==> config.mk <==
export PLATFORM = sky130hd
export DESIGN_NAME = prn_nh_gen
export DESIGN_NICKNAME = d
export VERILOG_FILES = /design/src/rtl/prn_nh_gen.sv
export SDC_FILE = /design/constraint.sdc
export NUM_CORES = 1
export LEC_CHECK = 0
export CAP_MARGIN = 10
export CORE_UTILIZATION = 40
export DETAILED_ROUTE_END_ITERATION = 8
export HOLD_SLACK_MARGIN = 0.02
export PLACE_DENSITY = 0.81
export SYNTH_ARGS = -nofsm -noshare
export SYNTH_HDL_FRONTEND = slang
export SYNTH_SLANG_ARGS = --single-unit
==> constraint.sdc <==
create_clock -name clk -period 2.15 [get_ports clk]
set_input_delay 0.215 -clock clk [delete_from_list [all_inputs] [get_ports clk]]
set_output_delay 0.215 -clock clk [all_outputs]
set_load 0.01 [all_outputs]
==> src/rtl/prn_nh_gen.sv <==
`default_nettype none
// ============================================================================
// Module      : prn_nh_gen
// Description : Per-channel GPS C/A Gold-code and NH secondary-code generator.
//               A code-NCO overflow (code_en) advances the chip. The block keeps
//               the chip index within the 1023-chip epoch and the NH bit index.
//               Its complete state can be saved on the *_o ports and restored
//               through the *_i ports for time-multiplexed correlation.
// Revision    : 1.0 - initial release
// ----------------------------------------------------------------------------
// Ports
//   clk            in   system clock
//   rst            in   asynchronous active-high reset
//   code_en        in   advance one chip (code-NCO overflow)
//   state_load_en  in   load g1/g2/code_cnt/nh_cnt from the *_i ports
//   g1_i, g2_i     in   LFSR load values (10 bits each)
//   code_cnt_i     in   chip index load value (10 bits)
//   nh_cnt_i       in   NH index load value (5 bits)
//   g2_init_i      in   G2 state at chip 0 (selects the PRN)
//   nh_pattern_i   in   NH pattern, bit k is NH chip k
//   nh_length_i    in   NH length, 0 disables NH
//   g1_o, g2_o, code_cnt_o, nh_cnt_o  out  current state for state save
//   prn_code       out  current C/A chip
//   nh_code        out  current NH chip (0 when NH disabled)
//   code_epoch     out  one-cycle pulse after a code wrap
//   nh_epoch       out  one-cycle pulse after an NH wrap
// ============================================================================
module prn_nh_gen #(
    parameter int CODE_LEN = 1023,
    parameter int NH_W     = 25
) (
    input  logic            clk,
    input  logic            rst,
    input  logic            code_en,
    input  logic            state_load_en,
    input  logic [9:0]      g1_i,
    input  logic [9:0]      g2_i,
    input  logic [9:0]      code_cnt_i,
    input  logic [4:0]      nh_cnt_i,
    input  logic [9:0]      g2_init_i,
    input  logic [NH_W-1:0] nh_pattern_i,
    input  logic [4:0]      nh_length_i,
    output logic [9:0]      g1_o,
    output logic [9:0]      g2_o,
    output logic [9:0]      code_cnt_o,
    output logic [4:0]      nh_cnt_o,
    output logic            prn_code,
    output logic            nh_code,
    output logic            code_epoch,
    output logic            nh_epoch
);

    localparam logic [9:0] LAST_CHIP = 10'(CODE_LEN - 1);
    localparam logic [9:0] LFSR_SEED = 10'h3FF;

    logic [9:0] g1_q, g1_d;
    logic [9:0] g2_q, g2_d;
    logic [9:0] code_cnt_q, code_cnt_d;
    logic [4:0] nh_cnt_q, nh_cnt_d;
    logic       code_epoch_q, code_epoch_d;
    logic       nh_epoch_q, nh_epoch_d;

    logic       w_fb1;
    logic       w_fb2;
    logic       w_code_wrap;
    logic       w_nh_wrap;
    logic       w_nh_bit;

    assign w_fb1 = g1_q[2] ^ g1_q[9];
    assign w_fb2 = g2_q[1] ^ g2_q[2] ^ g2_q[5] ^ g2_q[7] ^ g2_q[8] ^ g2_q[9];

    // ">=" rather than "==" so an out-of-range loaded index still wraps on
    // the next step instead of counting through the unused code space.
    assign w_code_wrap = (code_cnt_q >= LAST_CHIP);
    assign w_nh_wrap   = (nh_cnt_q >= (nh_length_i - 5'd1));

    // NH bit select; indices beyond the pattern width read as 0.
    always_comb begin
        w_nh_bit = 1'b0;
        for (int k = 0; k < NH_W; k++) begin
            if (nh_cnt_q == 5'(k)) begin
                w_nh_bit = nh_pattern_i[k];
            end
        end
    end

    always_comb begin
        g1_d         = g1_q;
        g2_d         = g2_q;
        code_cnt_d   = code_cnt_q;
        nh_cnt_d     = nh_cnt_q;
        code_epoch_d = 1'b0;
        nh_epoch_d   = 1'b0;

        if (state_load_en) begin
            // A load overrides a coincident advance; the controller re-issues it.
            g1_d       = g1_i;
            g2_d       = g2_i;
            code_cnt_d = code_cnt_i;
            nh_cnt_d   = nh_cnt_i;
        end else if (code_en) begin
            if (w_code_wrap) begin
                code_cnt_d   = 10'd0;
                g1_d         = LFSR_SEED;
                g2_d         = g2_init_i;
                code_epoch_d = 1'b1;
                if (nh_length_i == 5'd0) begin
                    nh_cnt_d = 5'd0;
                end else if (w_nh_wrap) begin
                    nh_cnt_d   = 5'd0;
                    nh_epoch_d = 1'b1;
                end else begin
                    nh_cnt_d = nh_cnt_q + 5'd1;
                end
            end else begin
                g1_d       = {g1_q[8:0], w_fb1};
                g2_d       = {g2_q[8:0], w_fb2};
                code_cnt_d = code_cnt_q + 10'd1;
            end
        end
    end

    always_ff @(posedge clk or posedge rst) begin
        if (rst) begin
            g1_q         <= LFSR_SEED;
            g2_q         <= LFSR_SEED;
            code_cnt_q   <= 10'd0;
            nh_cnt_q     <= 5'd0;
            code_epoch_q <= 1'b0;
            nh_epoch_q   <= 1'b0;
        end else begin
            g1_q         <= g1_d;
            g2_q         <= g2_d;
            code_cnt_q   <= code_cnt_d;
            nh_cnt_q     <= nh_cnt_d;
            code_epoch_q <= code_epoch_d;
            nh_epoch_q   <= nh_epoch_d;
        end
    end

    assign g1_o       = g1_q;
    assign g2_o       = g2_q;
    assign code_cnt_o = code_cnt_q;
    assign nh_cnt_o   = nh_cnt_q;
    assign prn_code   = g1_q[9] ^ g2_q[9];
    assign nh_code    = (nh_length_i != 5'd0) & w_nh_bit;
    assign code_epoch = code_epoch_q;
    assign nh_epoch   = nh_epoch_q;

endmodule
`default_nettype wire
## Yosys cells after proc, flatten, opt, wreduce, memory -nomap -nowiden

Cells that the tools add are included.
W data, S select, Z words.

| cells by class | value |
|---|---|
| bitwise operators | 8 |
| multiplexer cells | 47 |
| reduce and logical (&&, ||, !) cells | 6 |
| add/subtract/negate cells | 3 |
| eq/ne operators | 24 |
| order comparisons | 2 |

Operators by type and width:

| cell | number |
|---|---|
| $mux W10 | 9 |
| $eq A5 B5 Y1 const B | 9 |
| $eq A5 B4 Y1 const B | 8 |
| $mux W1 | 33 |
| $mux W5 | 5 |
| $eq A5 B3 Y1 const B | 4 |
| $add A10 B1 Y10 const B | 1 |
| $eq A5 B2 Y1 const B | 2 |
| $ge A10 B10 Y1 const B | 1 |
| $logic_not A5 Y1 | 2 |
| $xor A1 B1 Y1 | 7 |
| $add A5 B1 Y5 const B | 1 |
| $eq A5 B1 Y1 const B | 1 |
| $ge A5 B5 Y1 | 1 |
| $reduce_bool A5 Y1 | 1 |
| $sub A5 B1 Y5 const B | 1 |
| $reduce_bool A2 Y1 | 2 |
| $reduce_and A2 Y1 | 1 |
| $and A1 B1 Y1 | 1 |

| storage, ports and cells | value |
|---|---|
| logic and storage cells | 96 |
| bits of input ports | 79 |
| output and inout bits | 39 |
| register bits | 37 |

## Logic depth before layout (Yosys ltp)

Gate-level depths: netlist (run 1).

| depth | value |
|---|---|
| depth in word-level cells | 27 |
| depth in mapped cells | 11 |
| mapped depth without buffers | 11 |

## Worst setup path after synthesis (run 1)

No wires, ideal clock.

| path | value |
|---|---|
| path kind | flip-flop to output port |
| from | register nh_cnt_q[1] (netlist: nh_cnt_o[1]) |
| to | output port nh_code |
| data required time | 1.935 ns |
| buffers on the path | 1 |
| stages on the path, launching flop included | 10 |
| path slack | -0.071 ns |
| arrival | 2.006 ns |
| cells stage by stage | dfrtp_1 > ha_1 > clkbuf_1 > and3_1 > ha_1 > inv_1 > and4_1 > a211oi_1 > o211ai_1 > a21oi_1 |

| on the way | value |
|---|---|
| word-level cells in the longest chain between the ends | 27 |
| elaborated cells on any way between the ends | 51 |
| classes of those cells | eq/ne: 24; mux: 25; bitwise: 1; reduce/logical: 1 |

Ends and longest elaborated chain:

| what | RTL line | source |
|---|---|---|
| from (decl) | 59 | `logic [4:0] nh_cnt_q, nh_cnt_d;` |
| from (signal assigned) | 135 | `nh_cnt_q <= nh_cnt_d;` |
| $logic_not A5 Y1 | 81 | `if (nh_cnt_q == 5'(k)) begin` |
| $mux W1 (24 in series) | 81 |  |
| $mux W1 (*) | 81 |  |
| $and A1 B1 Y1 (*) | 146 | `assign nh_code = (nh_length_i != 5'd0) & w_nh_bit;` |
| to (decl) | 48 | `output logic nh_code,` |

Every way passes the cells marked *; elsewhere a longest branch is shown, timed or not.

## Worst setup path in the final report (run 1)

Ends and elaborated chain as after synthesis.

==> run summary, run 1 <==
status -> finished with violations
violated checks -> negative setup slack
Vias -> 3068
fin crit period -> 2.36 ns
Comb pwr share -> 0.410
Worst-path clk slew -> 0.08 ns
CTS tree -> yes
pre-CTS setup slack -> -0.565 ns
vias per cell -> 5.46
final worst slack -> -0.205 ns
Area Overhead vs Synth -> 62.5%
Post-synth top flop -> dfstp_2
number of synthesized flops with an enable pin -> 0
r2r worst-path depth -> 9
reg-to-reg slack, setup -> 0.08 ns
I/O pin cnt -> 118
ANT nets after route -> 0
dpl hpwl -> 6120 um
worst clock skew -> 0.00647 ns
WL per Instance -> 15.3 um
Clk network pwr share -> 0.238
relative slew slack -> 0.690
chip width -> 85.6 um
Synth Register Bits -> 37
TritonCTS Buffers -> 5
initial antenna violation count -> 0
maximum vdd ir drop -> 0.335 mV
Switch Pwr -> 809 uW
Worst Path Arrival -> 2.14 ns
type of destination of the critical path -> output pin
register share of total power -> 0.352
WP data required -> 1.93 ns
Overflow after GRT -> 0
Syn Std Cell Area -> 2800 um^2
clock sink count -> 37
GPL Wtd Cong -> 0.913
Total Die Area -> 7330 um^2
syn avg cell area -> 8.15 um^2
LEAKAGE -> 0.00185 uW
FF-to-FF Start -> nh_cnt_o[0]
GRT Total Usage -> 0.237
distinct cell type count after synthesis -> 47
fmax -> 0.425 GHz
register area share after synthesis -> 0.340
Final Setup Violations -> 1
vias in the first global route -> 3019
ratio of cells with drive above 1 in the final layout -> 0.210
max_cap viols -> 0
Int Pwr -> 1710 uW
port bufs -> 117
latest clock arrival within the worst-skew pair -> 0.29 ns
Pwr Density -> 555 nW/um^2
# rows -> 30
RSZ-0062 raised after global routing -> yes
Clock Tree Buf Depth -> 2
largest net degree at the start of global routing -> 51
YS warnings -> 0
class of the worst hold path -> in2async
critical path class -> reg2out
Net Sw Frac -> 0.321
total wire length -> 8570 um
asr flop ratio synth -> 1.00
# diodes -> 0
Filler cells -> 541
startpoint types -> flip-flop
Pins Over Slew Limit -> 0
RR Endpoint -> nh_cnt_o[0]
period utilization -> 1.10
clock root cell -> clkbuf_8
Syn Nets -> 435
Final nets -> 573
Initial Util -> 0.414
Hold Vio Cnt, Final -> 0
First-pass DRT Iterations -> 4
CP max FO -> 8
Mapped Cells -> 343
DR iter-0 viols -> 130
maximum level of the CTS H-tree -> 2
post-route DRC violation count -> 0
die height -> 85.6 um
Tot Pwr -> 2520 uW
slew at the pin closest to its max-slew limit -> 0.465 ns
hold_ws -> 0.0893 ns
Core ar. -> 6760 um^2
first-pass GRT wire length -> 14000 um
-- synth_stat cells, types with 2 or more instances --
library cell | count | area, um^2
a221o_1 | 3 | 30.0
a221oi_1 | 2 | 17.5
clkbuf_1 | 20 | 75.1
a22o_1 | 5 | 43.8
and3_1 | 3 | 18.8
nor2_1 | 21 | 78.8
or3_1 | 9 | 56.3
o211ai_1 | 3 | 22.5
nand3_1 | 9 | 45.0
a21o_1 | 10 | 75.1
inv_1 | 21 | 78.8
nor2b_1 | 8 | 50.1
a22oi_1 | 3 | 22.5
o21ai_1 | 3 | 15.0
o31ai_1 | 2 | 15.0
ha_1 | 13 | 163
nand2b_1 | 4 | 25.0
xnor2_1 | 10 | 87.6
nand4_1 | 2 | 12.5
a211oi_1 | 8 | 60.1
dfrtp_1 | 17 | 425
o21ai_0 | 33 | 165
nor3b_1 | 5 | 37.5
mux2i_1 | 9 | 90.1
a21oi_1 | 28 | 140
dfstp_2 | 20 | 526
nor4_1 | 2 | 12.5
o32ai_1 | 2 | 17.5
nand2_1 | 34 | 128
nand3b_1 | 2 | 15.0
nor3_1 | 14 | 70.1
xor2_1 | 3 | 26.3
-- layer usage --
metal  routed length (um)  GRT usage
met5                    0          0
met4                  122     0.0758
met3                  580     0.0606
met2                 4180      0.409
met1                 3700      0.290
-- critical path, cell delays in order, from the launching register on --
cell and delay (ns):
dfrtp_2 0.47, buf_4 0.16, ha_4 0.18, a21oi_1 0.19, nor3b_2 0.08, o32ai_1 0.29
a21oi_1 0.07, o211ai_1 0.19, a21oi_2 0.07, buf_2 0.14
-- registers in the layout, summed over array words and instances (netlist names) --
name	flops
g1_o	10
nh_cnt_o	5
code_cnt_o	10
g2_o	10
code_epoch	1
nh_epoch	1
-- cell type report --
| type | count | area [um^2] | area share |
|---|---|---|---|
| clock buffer | 7 | 108 | 0.0237 |
| sequential | 37 | 953 | 0.210 |
| inverter | 21 | 83.8 | 0.0185 |
| clock inverter | 1 | 7.51 | 0.00165 |
| multi-input combinational | 263 | 1840 | 0.405 |
| timing repair buffer | 153 | 1450 | 0.319 |
| tap | 80 | 100 | 0.0220 |
-- how the worst max path moves through the flow --
stage	start	endpoint	slack [ns]	cells past startpoint
after CTS	nh_cnt_o[0]	nh_code	-0.18	9
after global placement	nh_length_i[0]	nh_cnt_o[3]	-0.50	10
after floorplan	nh_cnt_o[0]	nh_code	0.006	9
after global routing	nh_cnt_o[1]	nh_code	-0.31	9
final	nh_cnt_o[1]	nh_code	-0.21	9
after detailed placement	nh_length_i[0]	nh_cnt_o[4]	-0.57	10
-- cell usage in the layout (no fill, tap or decap), drive strengths merged, types with 8 or more instances in the layout --
cell / n
inv: 21
nand3: 10
o21ai: 36
nand2: 34
nor2b: 8
xnor2: 10
nor3: 14
or3: 9
ha: 13
a211oi: 8
buf: 38
dfstp: 20
a21oi: 28
clkdlybuf4s50: 113
dfrtp: 17
nor2: 21
mux2i: 9
a21o: 10
-- cells by family after synthesis --
logic type      Yosys count  share of synthesized area
simple gates            118                      0.217
mux                      10                     0.0362
xor+xnor                 13                     0.0407
compound gates          109                      0.246
flops                    37                      0.340
fa+ha+maj                13                     0.0582
buf+inv                  43                     0.0617
-- power groups by stage --
stage	logic [uW]	registers, uW	clock network, uW
2_1_floorplan	437	915	0
3_3_place_gp	929	894	0
3_5_place_dp	952	893	0
4_1_cts	1000	887	617
5_1_grt	1120	900	648
6_report	1030	888	601
-- through the flow --
step / utilization / setup TNS [ns] / instances / instance area (um^2)
final: 0.672 / -0.205 / 562 / 4540
after global routing: 0.672 / -0.315 / 562 / 4540
after CTS: 0.664 / -0.183 / 561 / 4480
after detailed placement: 0.627 / -3.02 / 551 / 4240
after global placement: 0.627 / -2.71 / 551 / 4240
after floorplan: - / 0 / 343 / 2800
-- repair_timing --
item                                    in CTS  in global routing
gates cloned                                 0                  0
hold buffers                                 0                  0
endpoints found under the setup margin       6                  6
pin swaps                                   11                 10
resized for setup                           33                 12
buffers inserted                             2                  1
endpoints found under the hold margin        0                  0
No activity file was read; power rests on OpenSTA's default activity.
==> inputs of run 2 (changes only) <==
--- a/config.mk
+++ b/config.mk
@@ -8,6 +8,7 @@
 export CAP_MARGIN = 10
-export CORE_UTILIZATION = 40
+export CORE_UTILIZATION = 43
 export DETAILED_ROUTE_END_ITERATION = 8
 export HOLD_SLACK_MARGIN = 0.02
-export PLACE_DENSITY = 0.81
+export PLACE_DENSITY = 0.86
+export REMOVE_ABC_BUFFERS = 1
 export SYNTH_ARGS = -nofsm -noshare
==> constraint.sdc (replaced) <==
create_clock -name clk -period 2.15 [get_ports clk]
set_input_delay 0.645 -clock clk [delete_from_list [all_inputs] [get_ports clk]]
set_output_delay 0.645 -clock clk [all_outputs]
set_load 0.01 [all_outputs]
==> run 2 against run 1 <==
  * The run still ends with negative setup slack left
  * Clock-buffer cell count shrank 1
  * Clock power is 20% lower
  * Maximum frequency decreased by 18%
  * Critical path depth unchanged
  * Combinational power is 12% higher
  * Hold slack gained 0.47 ns
  * Cell area up 5.5%
  * Register-to-register slack lost 0.10 ns
  * Wire length increased by 9.7%
  * Clock skew is 0.0074 ns higher
  * Largest cell class unchanged
==> run summary, run 2 (synthesized netlist as in run 1, its figures left out) <==
status -> finished with violations (unchanged)
violated checks -> negative setup slack (unchanged)
DR iter-0 viols -> 116 (was 130)
CP max FO -> 5 (was 8)
ratio of cells with drive above 1 in the final layout -> 0.271 (was 0.210)
Core ar. -> 6310 um^2 (was 6760 um^2)
Pins Over Slew Limit -> 0 (unchanged)
most crowded layer after global routing -> met2 (unchanged)
dpl hpwl -> 6290 um (was 6120 um)
slew at the pin closest to its max-slew limit -> 0.374 ns (was 0.465 ns)
GRT Total Usage -> 0.268 (was 0.237)
Hold Path Stages -> 2
GPL Wtd Cong -> 0.884 (was 0.913)
r2r worst-path depth -> 10 (was 9)
Overflow after GRT -> 0 (unchanged)
Post-CTS Hold Buffers -> 0 (unchanged)
Final Setup Violations -> 5 (was 1)
port bufs -> 117 (unchanged)
worst clock skew -> 0.0139 ns (was 0.00647 ns)
Initial Util -> 0.443 (was 0.414)
post-route DRC violation count -> 0 (unchanged)
Worst Path Arrival -> 2.23 ns (was 2.14 ns)
# rows -> 29 (was 30)
maximum level of the CTS H-tree -> 2 (unchanged)
most numerous cell on the critical path -> a21oi_1 (unchanged)
slowest cell delay on critical path -> 0.48 ns (was 0.47 ns)
class of the worst hold path -> reg2reg (was in2async)
Worst-path clk slew -> 0.08 ns (about the same)
Total Die Area -> 6830 um^2 (was 7330 um^2)
RSZ-0062 raised after global routing -> yes (unchanged)
vias per cell -> 5.66 (was 5.46)
initial antenna violation count -> 0 (unchanged)
vias in the first global route -> 3079 (was 3019)
crit-path cells -> ha_4 > buf_4 > nor2b_2 > a22o_1 > a21oi_1 > a21oi_1 > o211ai_1 > a21oi_1 > buf_2 (was buf_4 > ha_4 > a21oi_1 > nor3b_2 > o32ai_1 > a21oi_1 > o211ai_1 > a21oi_2 > buf_2)
fin crit period -> 2.87 ns (was 2.36 ns)
Pwr Density -> 524 nW/um^2 (was 555 nW/um^2)
fmax -> 0.348 GHz (was 0.425 GHz)
WP data required -> 1.50 ns (was 1.93 ns)
# diodes -> 0 (unchanged)
period utilization -> 1.34 (was 1.10)
I/O pin cnt -> 118 (unchanged)
met1 Use GR -> 0.297 (was 0.290)
clock root cell -> clkbuf_8 (unchanged)
pre-CTS setup slack -> -1.17 ns (was -0.565 ns)
First-pass DRT Iterations -> 4 (unchanged)
Area Overhead vs Synth -> 71.4% (was 62.5%)
Hold Vio Cnt, Final -> 0 (unchanged)
type of destination of the critical path -> output pin (unchanged)
relative slew slack -> 0.749 (was 0.690)
critical path class -> reg2out (unchanged)
largest net degree at the start of global routing -> 39 (was 51)
total wire length -> 9400 um (was 8570 um)
most frequent cells in the layout -> clkdlybuf4s50_1 (107), buf_4 (43), nand2_1 (34), o21ai_0 (31), a21oi_1 (25) (was clkdlybuf4s50_1 (113), nand2_1 (34), buf_4 (33), o21ai_0 (32), a21oi_1 (26))
Cell Area, Placed -> 4320 um^2 (was 4240 um^2)
die height -> 82.6 um (was 85.6 um)
final core occ -> 0.759 (was 0.672)
maximum vdd ir drop -> 0.404 mV (was 0.335 mV)
Final TNS setup -> -0.974 ns (was -0.205 ns)
latest clock arrival within the worst-skew pair -> 0.30 ns (was 0.29 ns)
startpoint types -> flip-flop (unchanged)
final worst slack -> -0.725 ns (was -0.205 ns)
LEAKAGE -> 0.00198 uW (was 0.00185 uW)
max_cap viols -> 0 (unchanged)
CTS tree -> yes (unchanged)
M2 GR Usage -> 0.480 (was 0.409)
Final nets -> 590 (was 573)
chip width -> 82.6 um (was 85.6 um)
Clock Tree Buf Depth -> 2 (unchanged)
TritonCTS Buffers -> 5 (unchanged)
WL per Instance -> 16.3 um (was 15.3 um)
CP max-delay cell -> dfrtp_2 (unchanged)
first-pass GRT wire length -> 13800 um (was 14000 um)
Vias -> 3261 (was 3068)
clock sink count -> 37 (unchanged)
M3 GR Usage -> 0.0780 (was 0.0606)
fin area -> 4790 um^2 (was 4540 um^2)
most common cell after layout, fill and taps aside -> clkdlybuf4s50_1 (unchanged)
Tot Pwr -> 2510 uW (was 2520 uW)
ANT nets after route -> 0 (unchanged)
[run 2: cell types whose count changed in the layout (fill, tap and decap cells not counted), sizes merged]
cell           delta
dlymetal6s2s      +1
buf              +19
clkinv            +2
clkbuf            -1
clkdlybuf4s50     -6
dlygate4sd2       +1
clkinvlp          -1
clkdlybuf4s15     +2
[run 2: area by class of cell]
cell class / instances / area [um^2]
fillers: 454 / 1520
flip-flops and latches: 37 / 955
repair buffers: 170 / 1620
clock inverters: 2 / 10.0
clock buffers: 6 / 72.6
multi-input cells: 263 / 1950
inverters: 21 / 88.8
well taps: 77 / 96.3
[run 2: stage by stage]
| step | hold slack, ns | std cells |
|---|---|---|
| finish | 0.556 | 576 |
| global route | 0.584 | 576 |
| CTS | 0.559 | 566 |
| detailed placement | 0.550 | 555 |
| global placement | 0.539 | 555 |
| floorplan | 0.552 | 321 |
[run 2: path summary, 6_finish.rpt]
check	startpoint	endpoint	slack, ns
max	nh_cnt_o[0]	nh_code	-0.72
min	g2_o[6]	g2_o[6]	0.56
max reg2reg	nh_cnt_o[0]	nh_cnt_o[0]	-0.02
min reg2reg	g2_o[6]	g2_o[6]	0.56
max in group asynchronous	rst	g1_o[9]	1.20
min in group asynchronous	rst	code_cnt_o[2]	0.70
[run 2: routing by layer]
layer  share of wire  up-vias
met2            0.50      165
met3           0.095       28
met4           0.028        0
met1            0.38     1526
li1                -     1542
met5               0        -
[run 2: repair_timing]
item / CTS / global route
gates resized for setup: 63 / 31
setup buffers: 4 / 9
gates cloned: 0 / 1
pin swaps: 22 / 16
setup endpoints to repair: 8 / 8
[run 2: worst max-delay path: cells and delay by family (launching register included)]
| family | cells | cell delay, ns |
|---|---|---|
| buffers and inverters | 2 | 0.28 |
| flip-flops | 1 | 0.48 |
| AND/OR/NAND/NOR | 1 | 0.17 |
| adder cells (fa/ha/maj) | 1 | 0.19 |
| AO/OA/AOI/OAI | 5 | 0.82 |
[run 2: power breakdown]
group	internal (uW)	switching, uW
registers	799	86.1
clock network	225	253
logic	644	504
total	1670	844
